## config.mk

```make
export PLATFORM = sky130hd
export DESIGN_NAME = snake_body_queue
export DESIGN_NICKNAME = d
export VERILOG_FILES = /design/src/rtl/snake_body_queue.sv
export SDC_FILE = /design/constraint.sdc
export NUM_CORES = 2
export LEC_CHECK = 0
export BUFFER_PORTS_ARGS = -buffer_cell sky130_fd_sc_hd__buf_2
export CORE_MARGIN = 3
export CORE_UTILIZATION = 26
export DETAILED_ROUTE_END_ITERATION = 16
export HOLD_SLACK_MARGIN = 0.05
export PLACE_DENSITY = 0.51
export REMOVE_ABC_BUFFERS = 1
export SLEW_MARGIN = 20
export SYNTH_ARGS = -nofsm -noshare
export SYNTH_HDL_FRONTEND = slang
export SYNTH_SLANG_ARGS = --single-unit
```

## constraint.sdc

```tcl
create_clock -name i_Clk -period 29.9 [get_ports i_Clk]
set_clock_uncertainty 0.05 [all_clocks]
set_input_delay 5.98 -clock i_Clk [delete_from_list [all_inputs] [get_ports i_Clk]]
set_output_delay 5.98 -clock i_Clk [all_outputs]
set_load 0.01 [all_outputs]
```

## src/rtl/snake_body_queue.sv

```systemverilog
// Ring-buffer store of the snake's body coordinates with a serial self-collision
// scanner, an init loader and an indexed registered read port (index 0 = head).
module snake_body_queue #(
  parameter int MAX_LEN  = 256,
  parameter int INIT_LEN = 3,
  parameter int INIT_X   = 30,
  parameter int INIT_Y   = 40
) (
  input  logic       i_Clk,
  input  logic       i_Rst,
  input  logic       i_Init,
  input  logic       i_Start,
  input  logic [6:0] i_Head_x,
  input  logic [6:0] i_Head_y,
  input  logic       i_Grow,
  output logic       o_Busy,
  output logic       o_Done,
  output logic       o_Hit,
  output logic [8:0] o_Len,
  input  logic [8:0] i_Rd_idx,
  output logic [6:0] o_Rd_x,
  output logic [6:0] o_Rd_y
);

  localparam int PW = $clog2(MAX_LEN);
  localparam logic [6:0] INIT_XV   = 7'(INIT_X);
  localparam logic [6:0] INIT_YTOP = 7'(INIT_Y + INIT_LEN - 1);

  typedef enum logic [2:0] {S_IDLE, S_INIT, S_SCAN, S_UPDATE, S_DONE} state_t;

  state_t        state;
  logic [13:0]   mem [MAX_LEN];
  logic [PW-1:0] wr_ptr;
  logic [PW-1:0] tail_ptr;
  logic [8:0]    scan_n;
  logic [8:0]    scan_idx;
  logic [8:0]    init_k;
  logic [6:0]    head_x;
  logic [6:0]    head_y;
  logic          grow;
  logic          hit;

  logic [8:0]    n_next;
  logic [PW-1:0] scan_addr;
  logic [PW-1:0] rd_addr;
  logic          scan_hit;
  logic          mem_we;
  logic [13:0]   mem_wd;

  assign o_Busy    = (state != S_IDLE);
  // Segment i sits i slots behind the newest write.
  assign scan_addr = wr_ptr - PW'(1) - scan_idx[PW-1:0];
  assign rd_addr   = wr_ptr - PW'(1) - i_Rd_idx[PW-1:0];
  assign scan_hit  = (mem[scan_addr] == {head_x, head_y});
  assign n_next    = i_Grow ? o_Len : ((o_Len == 9'd0) ? 9'd0 : o_Len - 9'd1);

  always_comb begin
    mem_we = 1'b0;
    mem_wd = '0;
    if (state == S_INIT) begin
      mem_we = 1'b1;
      mem_wd = {INIT_XV, INIT_YTOP - init_k[6:0]};
    end else if (state == S_UPDATE && !hit) begin
      mem_we = 1'b1;
      mem_wd = {head_x, head_y};
    end
  end

  // NOTE: the body store has no reset; o_Len gates every read, so stale
  // contents are never visible and the array can map onto plain RAM.
  always_ff @(posedge i_Clk) begin
    if (mem_we) mem[wr_ptr] <= mem_wd;
  end

  always_ff @(posedge i_Clk or negedge i_Rst) begin
    if (!i_Rst) begin
      o_Rd_x <= '0;
      o_Rd_y <= '0;
    end else if (i_Rd_idx < o_Len) begin
      o_Rd_x <= mem[rd_addr][13:7];
      o_Rd_y <= mem[rd_addr][6:0];
    end else begin
      o_Rd_x <= '0;
      o_Rd_y <= '0;
    end
  end

  always_ff @(posedge i_Clk or negedge i_Rst) begin
    if (!i_Rst) begin
      state    <= S_IDLE;
      wr_ptr   <= '0;
      tail_ptr <= '0;
      o_Len    <= '0;
      o_Done   <= 1'b0;
      o_Hit    <= 1'b0;
      scan_n   <= '0;
      scan_idx <= '0;
      init_k   <= '0;
      head_x   <= '0;
      head_y   <= '0;
      grow     <= 1'b0;
      hit      <= 1'b0;
    end else begin
      case (state)
        S_IDLE: begin
          if (i_Init) begin
            wr_ptr   <= '0;
            tail_ptr <= '0;
            o_Len    <= '0;
            init_k   <= '0;
            state    <= S_INIT;
          end else if (i_Start) begin
            head_x   <= i_Head_x;
            head_y   <= i_Head_y;
            grow     <= i_Grow;
            hit      <= 1'b0;
            scan_idx <= '0;
            scan_n   <= n_next;
            state    <= (n_next != 9'd0) ? S_SCAN : S_UPDATE;
          end
        end
        S_INIT: begin
          wr_ptr <= wr_ptr + PW'(1);
          init_k <= init_k + 9'd1;
          if (init_k == 9'(INIT_LEN - 1)) begin
            o_Len <= 9'(INIT_LEN);
            state <= S_IDLE;
          end
        end
        S_SCAN: begin
          // Sticky: any match among the scanned segments ends the game.
          if (scan_hit) hit <= 1'b1;
          scan_idx <= scan_idx + 9'd1;
          if (scan_idx == scan_n - 9'd1) state <= S_UPDATE;
        end
        S_UPDATE: begin
          if (!hit) begin
            wr_ptr <= wr_ptr + PW'(1);
            if (grow && o_Len < 9'(MAX_LEN)) o_Len <= o_Len + 9'd1;
            else tail_ptr <= tail_ptr + PW'(1);
          end
          o_Done <= 1'b1;
          o_Hit  <= hit;
          state  <= S_DONE;
        end
        S_DONE: begin
          o_Done <= 1'b0;
          state  <= S_IDLE;
        end
        default: state <= S_IDLE;
      endcase
    end
  end

endmodule

```

==> impl_metrics.prom <==
# TYPE chip_impl_metric gauge
chip_impl_metric{name="synth.yosys.warnings",unit=""} 0
chip_impl_metric{name="critical-path-max-stage-delay",unit="ns"} 0.83
chip_impl_metric{name="initialDrtViolationCount",unit=""} 13600
chip_impl_info{name="main_combinational_cell_family_by_area_after_synthesis",value="multiplexers"} 1
chip_impl_metric{name="cts_hold_repair.buffers",unit=""} 0
chip_impl_metric{name="cts_setup_buffers",unit=""} 0
chip_impl_metric{name="met1_usage",unit="%"} 24.1
chip_impl_metric{name="route.antenna.remaining_nets",unit=""} 0
chip_impl_metric{name="finalSetupTns",unit="ns"} 0
chip_impl_metric{name="synth_seq_cells",unit=""} 3663
chip_impl_metric{name="timing.reg2reg.worst_path_depth",unit=""} 19
chip_impl_metric{name="dp_hpwl",unit="mm"} 397
chip_impl_info{name="global_route.peak_usage_layer",value="met2"} 1
chip_impl_metric{name="timing.max_slew.rel_slack",unit="%"} 10.1
chip_impl_metric{name="cp.depth",unit=""} 14
chip_impl_metric{name="fp.dieArea",unit="um2"} 674000
chip_impl_metric{name="arrival",unit="ns"} 13.71
chip_impl_metric{name="overall_die_width",unit="um"} 821
chip_impl_metric{name="post_synth_and_or_nand_nor_area_fraction",unit="%"} 3.87
chip_impl_info{name="worst_path_dominant_cell_family",value="buffers and inverters"} 1
chip_impl_info{name="rsz0062_at_grt",value="no"} 1
chip_impl_metric{name="maximum_number_of_pins_on_one_net_before_global_route_repair",unit=""} 209
chip_impl_metric{name="post_synth_xor_area_fraction",unit="%"} 0.387
chip_impl_metric{name="synth.avg_cell_area",unit="um2"} 19.4
chip_impl_metric{name="final.min_clock_period",unit="ns"} 12.90
chip_impl_metric{name="use_met2",unit="%"} 28.5
chip_impl_metric{name="numClockSinks",unit=""} 3663
chip_impl_info{name="post_synth_main_area_contributors",value="edfxtp_1, mux4_2, nand2_1, dfrtp_1, mux2i_1"} 1
chip_impl_info{name="run_status",value="complete, no violations"} 1
chip_impl_metric{name="synth.cell_area",unit="um2"} 173000
chip_impl_info{name="worstSetupStartpoint",value="i_Rd_idx[0]"} 1
chip_impl_metric{name="effective_utilization_at_floorplan",unit="%"} 26.2
chip_impl_metric{name="period_share",unit="%"} 43.2
chip_impl_metric{name="core",unit="um2"} 660000
chip_impl_metric{name="core.rowCount",unit=""} 298
chip_impl_metric{name="postSynthCellCount",unit=""} 8912
chip_impl_metric{name="antenna_found_initial",unit=""} 39
chip_impl_info{name="cts-root-buf",value="clkbuf_16"} 1
chip_impl_info{name="critical_path_class",value="in -> reg"} 1
chip_impl_info{name="worstSetupStartpointType",value="input port"} 1
chip_impl_metric{name="place_ws",unit="ns"} 15.72
chip_impl_metric{name="sum_of_buffers_and_inverters_on_the_critical_path",unit=""} 7
chip_impl_info{name="tritoncts",value="built"} 1
chip_impl_metric{name="synth.mux.area_fraction",unit="%"} 27.3
chip_impl_metric{name="timing.max_cap.violations",unit=""} 0
chip_impl_metric{name="synth-adder-area-share",unit="%"} 0.255
chip_impl_metric{name="syn_to_layout_area_delta",unit="%"} 15.5
chip_impl_metric{name="globalRouteMet3Util",unit="%"} 4.80
chip_impl_metric{name="clock_path_buffers",unit=""} 4
chip_impl_metric{name="top_cell_type_s_share_of_synthesized_area",unit="%"} 62.3
chip_impl_metric{name="grt_remaining_overflow",unit=""} 0
chip_impl_metric{name="route.detailed.wl_per_inst",unit="um"} 34.8
chip_impl_info{name="min_path_type",value="reg -> reg"} 1
chip_impl_metric{name="die_h",unit="um"} 821
chip_impl_metric{name="drt_wl_total",unit="mm"} 640
chip_impl_metric{name="drc",unit=""} 0
chip_impl_info{name="post-synth-top-area-cell",value="edfxtp_1"} 1
chip_impl_metric{name="synth_seq_area_share",unit="%"} 63.4
chip_impl_metric{name="ys_async_sr_fraction",unit="%"} 2.16
chip_impl_metric{name="placer_congestion",unit=""} 0.882
chip_impl_metric{name="htree_levels",unit=""} 5
chip_impl_metric{name="setup_violations",unit=""} 0
chip_impl_metric{name="clk_transition_reported_paths",unit="ns"} 0.07
chip_impl_metric{name="grt_first_pass_wirelength",unit="mm"} 873
chip_impl_metric{name="setup_ws",unit="ns"} 17.00
chip_impl_metric{name="numPortBuffers",unit=""} 53
chip_impl_metric{name="via_count",unit=""} 101000
chip_impl_metric{name="synth-edff-count",unit=""} 3584
chip_impl_metric{name="synth_compound_gate_area_share",unit="%"} 2.59
chip_impl_metric{name="critPathRequiredTime",unit="ns"} 30.70
chip_impl_info{name="synth_flop_type",value="edfxtp_1"} 1
chip_impl_metric{name="insertion_delay",unit="ns"} 1.01
chip_impl_metric{name="vias_in_the_first_global_route",unit=""} 103000
chip_impl_metric{name="worstPathMaxFanout",unit=""} 65
chip_impl_info{name="mostFrequentLayoutCells",value="edfxtp_1, mux4_2, nand2_1"} 1
chip_impl_metric{name="drtPass1Iterations",unit=""} 6
chip_impl_metric{name="netlist-cell-type-count",unit=""} 88
chip_impl_info{name="mostFrequentLayoutCell",value="edfxtp_1"} 1
chip_impl_metric{name="grt_use_total",unit="%"} 18.4
chip_impl_info{name="critical_path_top_delay_cell",value="buf_4"} 1
chip_impl_info{name="worst_r2r_startpoint",value="wr_ptr[0]"} 1
chip_impl_metric{name="final_layout_size_suffix_gt1_share",unit="%"} 36.6
chip_impl_metric{name="cts-buffers-inserted",unit=""} 410
chip_impl_metric{name="final_nets",unit=""} 9198
chip_impl_metric{name="hold_depth",unit=""} 2
chip_impl_metric{name="detail_route.vias_per_cell",unit=""} 5.51
chip_impl_info{name="worstSetupEndpointType",value="flop"} 1
chip_impl_metric{name="finalMaxSlewViolations",unit=""} 0
chip_impl_metric{name="timing_hold_violations_final",unit=""} 0
chip_impl_metric{name="maxClockFrequency",unit="MHz"} 77.5
chip_impl_metric{name="post_cts_resize_count",unit=""} 0
chip_impl_info{name="path_cells",value="buf_2 > ha_4 > buf_12 > buf_12 > buf_4 > buf_4 > buf_4 > buf_4 > mux4_2 > mux4_2 > mux2i_1 > a211oi_1 > a21oi_1 > a211oi_1"} 1
chip_impl_info{name="hold_path.startpoint",value="grow"} 1
chip_impl_metric{name="boundaryPins",unit=""} 54
chip_impl_info{name="worst_path_most_repeated_cell",value="buf_4"} 1
chip_impl_metric{name="worst-slew-pin-transition",unit="ns"} 1.35
[cell families after synthesis]
family / Yosys count
AOI/OAI and AO/OA: 651
xor gates and xnor gates: 73
adders and majority gates: 34
buffers and inverters: 764
DFF: 3663
muxes: 2207
and+or+nand+nor: 1520
[cells in the mapped netlist (all sizes together) (32+ instances only)]
cell type  number
clkbuf        306
dfrtp          79
inv            43
a311oi         35
a21oi         133
nor2b          73
a211oi        155
a31oi          59
buf           415
nand2         679
xnor2          51
and3           62
nor3           40
edfxtp       3584
mux4         2006
nand3         211
nor2          359
nand4          46
mux2i         191
o21ai          96
ha             32
[final timing paths]
path / endpoint / slack [ns]
min: grow / 0.43
max in group asynchronous: o_Len[7] / 23.54
min reg2reg: grow / 0.43
max reg2reg: hit / 20.69
max: o_Rd_y[2] / 17.00
min in group asynchronous: o_Rd_x[0] / 4.88
[state kept, by name, indices dropped and copies added, names as in the netlist, 8 cells and up]
signal and flops:
init_k 9, scan_idx 9, scan_n 9, mem 3584
wr_ptr 8, o_Len 9
[tightest hold or removal path: stages (launching register included)]
cell and delay, ns:
dfrtp_1 0.34, nand2_1 0.05, nand2_1 0.06
[metal layers]
metal  wire length [um]  vias to the layer above  share of wire [%]
met5                 69                        -              0.011
met4              35200                       10                5.5
met3              66400                     1149                 10
met2             293000                     5933                 46
met1             246000                    55500                 38
li1                   -                    38500                  -
[stage by stage]
| step | util, % | hold slack, ns | std cells | area [um2] |
|---|---|---|---|---|
| 2_1_floorplan | - | 0.388 | 8191 | 169000 |
| 4_1_cts | 30.1 | 0.428 | 18300 | 199000 |
| 5_1_grt | 30.2 | 0.461 | 18400 | 199000 |
| 3_5_place_dp | 28.1 | 0.413 | 17600 | 186000 |
| 6_report | 30.2 | 0.425 | 18400 | 199000 |
| 3_3_place_gp | 28.1 | 0.402 | 17600 | 186000 |
[area by class of cell]
cell class / count / area, um2
clock buffer: 495 / 10700
multi-input combinational: 4485 / 60900
antenna: 32 / 80.1
fill: 63700 / 461000
timing repair buffer: 533 / 4330
inverter: 43 / 161
sequential: 3663 / 110000
tap: 8850 / 11100
clock inverter: 259 / 2570
Power is not shown: default switching activity piles up to over one toggle a cycle in this logic, so the estimate is an artifact.
